--- config.mk ---
export PLATFORM = sky130hd
export DESIGN_NAME = isp_tpg_defect
export DESIGN_NICKNAME = d
export VERILOG_FILES = /design/src/rtl/isp_tpg_defect.sv
export SDC_FILE = /design/constraint.sdc
export NUM_CORES = 1
export LEC_CHECK = 0
export CAP_MARGIN = 20
export CELL_PAD_IN_SITES_DETAIL_PLACEMENT = 1
export CELL_PAD_IN_SITES_GLOBAL_PLACEMENT = 1
export CORE_UTILIZATION = 41
export CTS_CLUSTER_SIZE = 10
export DETAILED_ROUTE_END_ITERATION = 10
export HOLD_SLACK_MARGIN = 0.02
export PLACE_DENSITY = 0.73
export SETUP_SLACK_MARGIN = 0.05
export SYNTH_ARGS = -nofsm -noshare
export SYNTH_HDL_FRONTEND = slang
export SYNTH_SLANG_ARGS = --single-unit
--- constraint.sdc ---
create_clock -name clk -period 2.5 [get_ports clk]
set_input_delay 0.25 -clock clk [delete_from_list [all_inputs] [get_ports clk]]
set_output_delay 0.25 -clock clk [all_outputs]
set_load 0.02 [all_outputs]
--- src/rtl/isp_tpg_defect.sv ---
// Raster test-pattern source with reproducible LFSR-driven hot/dead pixel injection.
// Optional `TPG_DEFECT_LOG_EN adds defect_flag/defect_cnt observation ports.
module isp_tpg_defect #(
    parameter int          H        = 720,
    parameter int          V        = 480,
    parameter int          BLANK    = 16,
    parameter int          DEF_BITS = 6,
    parameter logic [15:0] SEED     = 16'hACE1
) (
    input  logic        clk,
    input  logic        rstn,
    input  logic        tpg_en,
    input  logic        start,
    input  logic [1:0]  pattern_sel,
    input  logic        defect_en,
    input  logic        pixel_ready,
    output logic        pixel_valid,
    output logic [23:0] pixel_data_out,
    output logic        sof,
    output logic        eol,
    output logic        eof,
    output logic        busy,
    output logic        frame_done
`ifdef TPG_DEFECT_LOG_EN
    ,
    output logic        defect_flag,
    output logic [15:0] defect_cnt
`endif
);

    typedef enum logic [1:0] {S_IDLE, S_ACTIVE, S_HBLANK, S_DONE} state_t;

    localparam logic [15:0] X_LAST   = 16'(H - 1);
    localparam logic [15:0] Y_LAST   = 16'(V - 1);
    localparam logic [15:0] X_HI     = 16'(H - 3);
    localparam logic [15:0] Y_HI     = 16'(V - 3);
    localparam logic [15:0] BAR_LAST = 16'(H / 8 - 1);
    localparam logic [15:0] BLANK_LD = 16'(BLANK - 1);

    state_t      state_q, state_d;
    logic [15:0] x_q, x_d, y_q, y_d;
    logic [15:0] lfsr_q, lfsr_d;
    logic [2:0]  bar_q, bar_d;
    logic [15:0] bar_cnt_q, bar_cnt_d;
    logic [15:0] blank_q, blank_d;
    logic [1:0]  pat_q, pat_d;
    logic        def_q, def_d;
    logic [15:0] lfsr_adv;
    logic        inject;
    logic [23:0] base_rgb, pix;
    logic [7:0]  c;

    assign lfsr_adv = {lfsr_q[14:0], lfsr_q[15] ^ lfsr_q[13] ^ lfsr_q[12] ^ lfsr_q[10]};

    always_ff @(posedge clk or negedge rstn) begin
        if (!rstn) begin
            state_q   <= S_IDLE;
            x_q       <= '0;
            y_q       <= '0;
            lfsr_q    <= SEED;
            bar_q     <= '0;
            bar_cnt_q <= '0;
            blank_q   <= '0;
            pat_q     <= '0;
            def_q     <= 1'b0;
        end else begin
            state_q   <= state_d;
            x_q       <= x_d;
            y_q       <= y_d;
            lfsr_q    <= lfsr_d;
            bar_q     <= bar_d;
            bar_cnt_q <= bar_cnt_d;
            blank_q   <= blank_d;
            pat_q     <= pat_d;
            def_q     <= def_d;
        end
    end

    // Everything holds while a beat is offered but not taken; that is the freeze rule.
    always_comb begin
        state_d   = state_q;
        x_d       = x_q;
        y_d       = y_q;
        lfsr_d    = lfsr_q;
        bar_d     = bar_q;
        bar_cnt_d = bar_cnt_q;
        blank_d   = blank_q;
        pat_d     = pat_q;
        def_d     = def_q;
        case (state_q)
            S_IDLE: begin
                if (start && tpg_en) begin
                    state_d   = S_ACTIVE;
                    x_d       = '0;
                    y_d       = '0;
                    lfsr_d    = SEED;
                    bar_d     = '0;
                    bar_cnt_d = '0;
                    pat_d     = pattern_sel;
                    def_d     = defect_en;
                end
            end
            S_ACTIVE: begin
                if (pixel_ready) begin
                    lfsr_d = lfsr_adv;
                    if (bar_cnt_q == BAR_LAST) begin
                        bar_cnt_d = '0;
                        bar_d     = bar_q + 3'd1;
                    end else begin
                        bar_cnt_d = bar_cnt_q + 16'd1;
                    end
                    if (x_q != X_LAST) begin
                        x_d = x_q + 16'd1;
                    end else begin
                        x_d = '0;
                        if (y_q != Y_LAST) begin
                            y_d     = y_q + 16'd1;
                            blank_d = BLANK_LD;
                            state_d = S_HBLANK;
                        end else begin
                            state_d = S_DONE;
                        end
                    end
                end
            end
            S_HBLANK: begin
                if (blank_q == '0) state_d = S_ACTIVE;
                else               blank_d = blank_q - 16'd1;
            end
            default: state_d = S_IDLE;
        endcase
        if (!tpg_en) state_d = S_IDLE;
    end

    // Border exclusion keeps defects where a 5x5 corrector window fits fully.
    assign inject = def_q && (lfsr_q[DEF_BITS-1:0] == '0) &&
                    (x_q >= 16'd2) && (x_q <= X_HI) && (y_q >= 16'd2) && (y_q <= Y_HI);

    always_comb begin
        c        = 8'h80;
        base_rgb = {3{8'h80}};
        case (pat_q)
            2'd1: begin
                c        = x_q[7:0];
                base_rgb = {3{c}};
            end
            2'd2: begin
                c        = (x_q[3] ^ y_q[3]) ? 8'hC0 : 8'h40;
                base_rgb = {3{c}};
            end
            2'd3: base_rgb = {bar_q[2] ? 8'hC0 : 8'h00,
                              bar_q[1] ? 8'hC0 : 8'h00,
                              bar_q[0] ? 8'hC0 : 8'h00};
            default: base_rgb = {3{c}};
        endcase
        pix = inject ? (lfsr_q[15] ? 24'hFFFFFF : 24'h000000) : base_rgb;
    end

    always_comb begin
        pixel_valid    = (state_q == S_ACTIVE);
        pixel_data_out = pixel_valid ? pix : 24'h0;
        sof            = pixel_valid && (x_q == '0) && (y_q == '0);
        eol            = pixel_valid && (x_q == X_LAST);
        eof            = pixel_valid && (x_q == X_LAST) && (y_q == Y_LAST);
        busy           = (state_q == S_ACTIVE) || (state_q == S_HBLANK);
        frame_done     = (state_q == S_DONE);
    end

`ifdef TPG_DEFECT_LOG_EN
    logic [15:0] defect_cnt_q, defect_cnt_d;

    always_ff @(posedge clk or negedge rstn) begin
        if (!rstn) defect_cnt_q <= '0;
        else       defect_cnt_q <= defect_cnt_d;
    end

    always_comb begin
        defect_cnt_d = defect_cnt_q;
        if (state_q == S_IDLE && start && tpg_en)
            defect_cnt_d = '0;
        else if (pixel_valid && pixel_ready && inject && defect_cnt_q != 16'hFFFF)
            defect_cnt_d = defect_cnt_q + 16'd1;
    end

    assign defect_flag = pixel_valid && inject;
    assign defect_cnt  = defect_cnt_q;
`endif

endmodule

==> metrics.md <==
| Metric | Value |
|---|---|
| Clock Tree Root | `clkbuf_16` |
| Drt drc | `0` |
| GRT Util Overall | `25.9%` |
| Layout Nets | `between 700 and 800` |
| Clk_lat worst skew | `about 370 ps` |
| Cell area after synthesis | `5440 µm²` |
| Seq/Total Area, Yosys | `roughly 41%` |
| Relative slew margins | `between 60% and 70%` |
| Post-synth ARST share | `100%` |
| Gpl congestion | `~0.8` |
| Ys Warns | `0` |
| Crit-path slowest cell | `or4_1` |
| EDFF count, synth | `0` |
| CTS clk-pin slew, worst paths | `roughly 70 ps` |
| Die H | `117 µm` |
| Mapped Cells | `~620` |
| CP bufs+invs | `2` |
| CTS tree | `yes` |
| Worst EP arrival | `2740 ps` |
| Ys flop type | `dfrtp_1` |
| Vias in the first global route | `around 5500` |
| Max incr delay on CP | `~610 ps` |
| Die width | `around 120 µm` |
| Initial DRC count | `212` |
| Dpl hpwl | `11600 µm` |
| Cell taking the most area after synthesis | `dfrtp_1` |
| Critical Path RT | `~2300 ps` |
| Worst setup SP type | `register` |
| FMAX | `approximately 330 MHz` |
| Min Tclk post-route | `around 3000 ps` |
| Critical path class | `reg -> out` |
| Critical path fanouts, max | `6` |
| Sink Count | `88` |
| Number of cells after detailed placement | `slightly below 900` |
| Worst Setup End Kind | `output port` |
| Dominant cells by area after synthesis | `dfrtp_1, nor2_1, xor2_1` |
| Detailed-route via count | `between 5000 and 6000` |
| Final slew viol count | `0` |
| Final ANT Viol Nets | `0` |
| Worst min path class | `in -> async` |
| Largest net degree at the start of global routing | `38` |
| Status | `finished, violations left` |
| Vias per inst | `approximately 5.6` |
| Yosys cell types | `68` |
| CP cell instances | `nor4_2 > buf_4 > nand2_1 > or4_1 > nand4_4 > nor2_4 > a41o_2 > buf_2` |
| Ratio of cells with drive above 1 in the final layout | `roughly 29%` |
| Synth Net Count | `around 640` |
| # fillers | `approximately 1500` |
| Non-Filler Instances | `between 900 and 1000` |
| Drt wl/cell | `roughly 18 µm` |
| Final Cycle Share | `120%` |
| Core area | `roughly 13000 µm²` |
| PD cells | `around 800 nW/µm²` |
| Initial Utilization | `roughly 43%` |
| Number of synthesized register bits | `88` |
| Clock buffer depth | `2` |
| IO Port Bufs | `37` |
| Worst vdd ir | `~660 µV` |
| Delay-heaviest family, CP | `simple AND/OR/NAND/NOR gates` |
| Leak | `3.23 nW` |
| Initial DRT Pass Iterations | `4` |
| Clk_skew | `between 8 and 9 ps` |
| Maxcap violations | `0` |
| Num CTS Buffers | `9` |
| # IOs | `38` |
| Fin util | `a little under three fifths` |
| RSZ-0062 raised after global routing | `yes` |
| Final Routed Wirelength | `around 17000 µm` |
| Mapped Avg Cell Area | `~8.8 µm²` |
| Worst-Margin Slew | `476 ps` |
| Endpoints failing hold | `0` |
| Area delta synth->final | `31.5%` |
| Final setup vio count | `29` |
| First-pass GRT wire length | `roughly 27000 µm` |
| Failing checks | `negative setup slack` |
| Tot Pwr | `0.00583 W` |
| Area share of the largest cell type after synthesis | `roughly 37%` |
| DIE AREA | `about 14000 µm²` |
| Number of core rows | `41` |
| Grt ovf | `0` |
| PnR worst setup slack | `-488 ps` |
| Initial antenna violation count | `0` |
| Diode count | `0` |
| H-tree depth | `3` |
final cells by class:
| type | count | area [µm²] | share of cell area, % |
|---|---|---|---|
| repair buffers | 144 | 1170 | 16.3 |
| clock inverters | 7 | 66.3 | 0.928 |
| multi-input cells | 461 | 3170 | 44.4 |
| inverters | 23 | 86.3 | 1.21 |
| well taps | 172 | 215 | 3.01 |
| flip-flops and latches | 88 | 2210 | 30.9 |
| clock buffers | 9 | 225 | 3.15 |
power breakdown:
group	switching [W]	total (W)	internal, W	leakage (nW)
sequential	0.000249	0.00194	0.00169	1.14
clock	0.000667	0.00137	0.000704	0.145
combinational	0.00145	0.00252	0.00106	1.95
logic make-up after synthesis:
kind of cell             synth area share [%]
AO/OA/AOI/OAI                            13.6
XOR/XNOR                                 6.61
adder cells (fa/ha/maj)                  4.14
buffers and inverters                    5.71
flip-flops                               40.7
multiplexers                             1.93
AND/OR/NAND/NOR                          27.3
cells in the final DEF (no fill, tap or decap), types with 5 or more instances in the layout:
cell	instances
and4_1	5
clkbuf_16	9
a41o_2	6
o21a_4	7
nand2_1	60
o21ai_0	20
nor2_1	69
nor3_1	19
dfstp_2	8
buf_6	16
nor4_1	9
dfrtp_1	80
and3_1	20
inv_1	23
a21oi_1	14
xnor2_1	14
ha_1	17
a31oi_1	9
clkdlybuf4s50_1	9
nand3_1	32
or3_1	5
a21o_1	5
buf_4	113
mux2i_1	6
xor2_1	27
nor3_4	5
nand4_1	24
worst register-to-register path: cells and delay by family (launching register included):
family	cells	cell delay (ps)
and+or+nand+nor	4	650
DFF	1	440
AOI/OAI and AO/OA	2	660
buffers and inverters	4	660
sequential cells by signal, indices dropped and copies added (netlist names):
name / count
state_q: 2
lfsr_q: 16
pat_q: 2
blank_q: 16
y_q: 16
x_q: 16
def_q: 1
bar_cnt_q: 16
bar_q: 3
timing repair:
action	in CTS	in global routing
gates cloned	1	0
setup endpoints to repair	27	83
hold endpoints to repair	32	0
pin swaps	11	23
hold buffers	1	0
gates resized for setup	158	32
buffers inserted	5	9
cells in the mapped netlist, types with 3 or more instances:
library cell and number:
dfrtp_1 80, dfstp_2 8, or4_1 5, buf_4 12, o21ai_0 22, xor2_1 27, a22o_1 3, and2_1 3
nor3_1 24, a21o_1 5, ha_1 18, nor2_1 72, xnor2_1 14, clkbuf_1 29, nand3_1 33, a41o_1 7
a31oi_1 9, nand4_1 24, and3_1 20, nor2b_1 3, or3_1 5, o21a_1 6, o311ai_0 5, inv_1 23
and4_1 5, a21oi_1 17, mux2_2 4, nand2_1 60, nor4_1 12, nand2b_1 3, o211ai_1 3, mux2i_1 6
worst paths after layout:
kind	from	to	slack [ps]	cells past startpoint
worst max-delay path	x_q[14]$_DFFE_PN0P_	pixel_data_out[12]	-490	8
worst min-delay path	rstn	x_q[8]$_DFFE_PN0P_	380	2
worst max register to register	x_q[4]$_DFFE_PN0P_	blank_q[1]$_DFFE_PN0P_	-10	10
worst min register to register	lfsr_q[8]$_DFFE_PN0P_	lfsr_q[8]$_DFFE_PN0P_	470	2
max in group asynchronous	rstn	blank_q[5]$_DFFE_PN0P_	1440	3
min in group clk	lfsr_q[8]$_DFFE_PN0P_	lfsr_q[8]$_DFFE_PN0P_	470	2
stage by stage:
stage	worst slack (ps)	hold WS (ps)	instance area (µm²)	TNS, ps
2_1_floorplan	-161	-45.6	5540	-1990
3_3_place_gp	-498	236	6580	-11200
3_5_place_dp	-559	244	6580	-12970
4_1_cts	-479	397	6970	-11260
5_1_grt	-572	446	7150	-15500
6_report	-488	384	7150	-11600
layer usage:
metal | share of wire [%] | global-route usage (%) | wire (µm)
met1 | 44 | 31.3 | 7250
met5 | 0 | 0 | 0
met2 | 52 | 45.7 | 8610
met4 | 1.5 | 10.0 | 254
met3 | 2.9 | 4.63 | 478
Note: power is estimated with default switching activity, not from simulation.
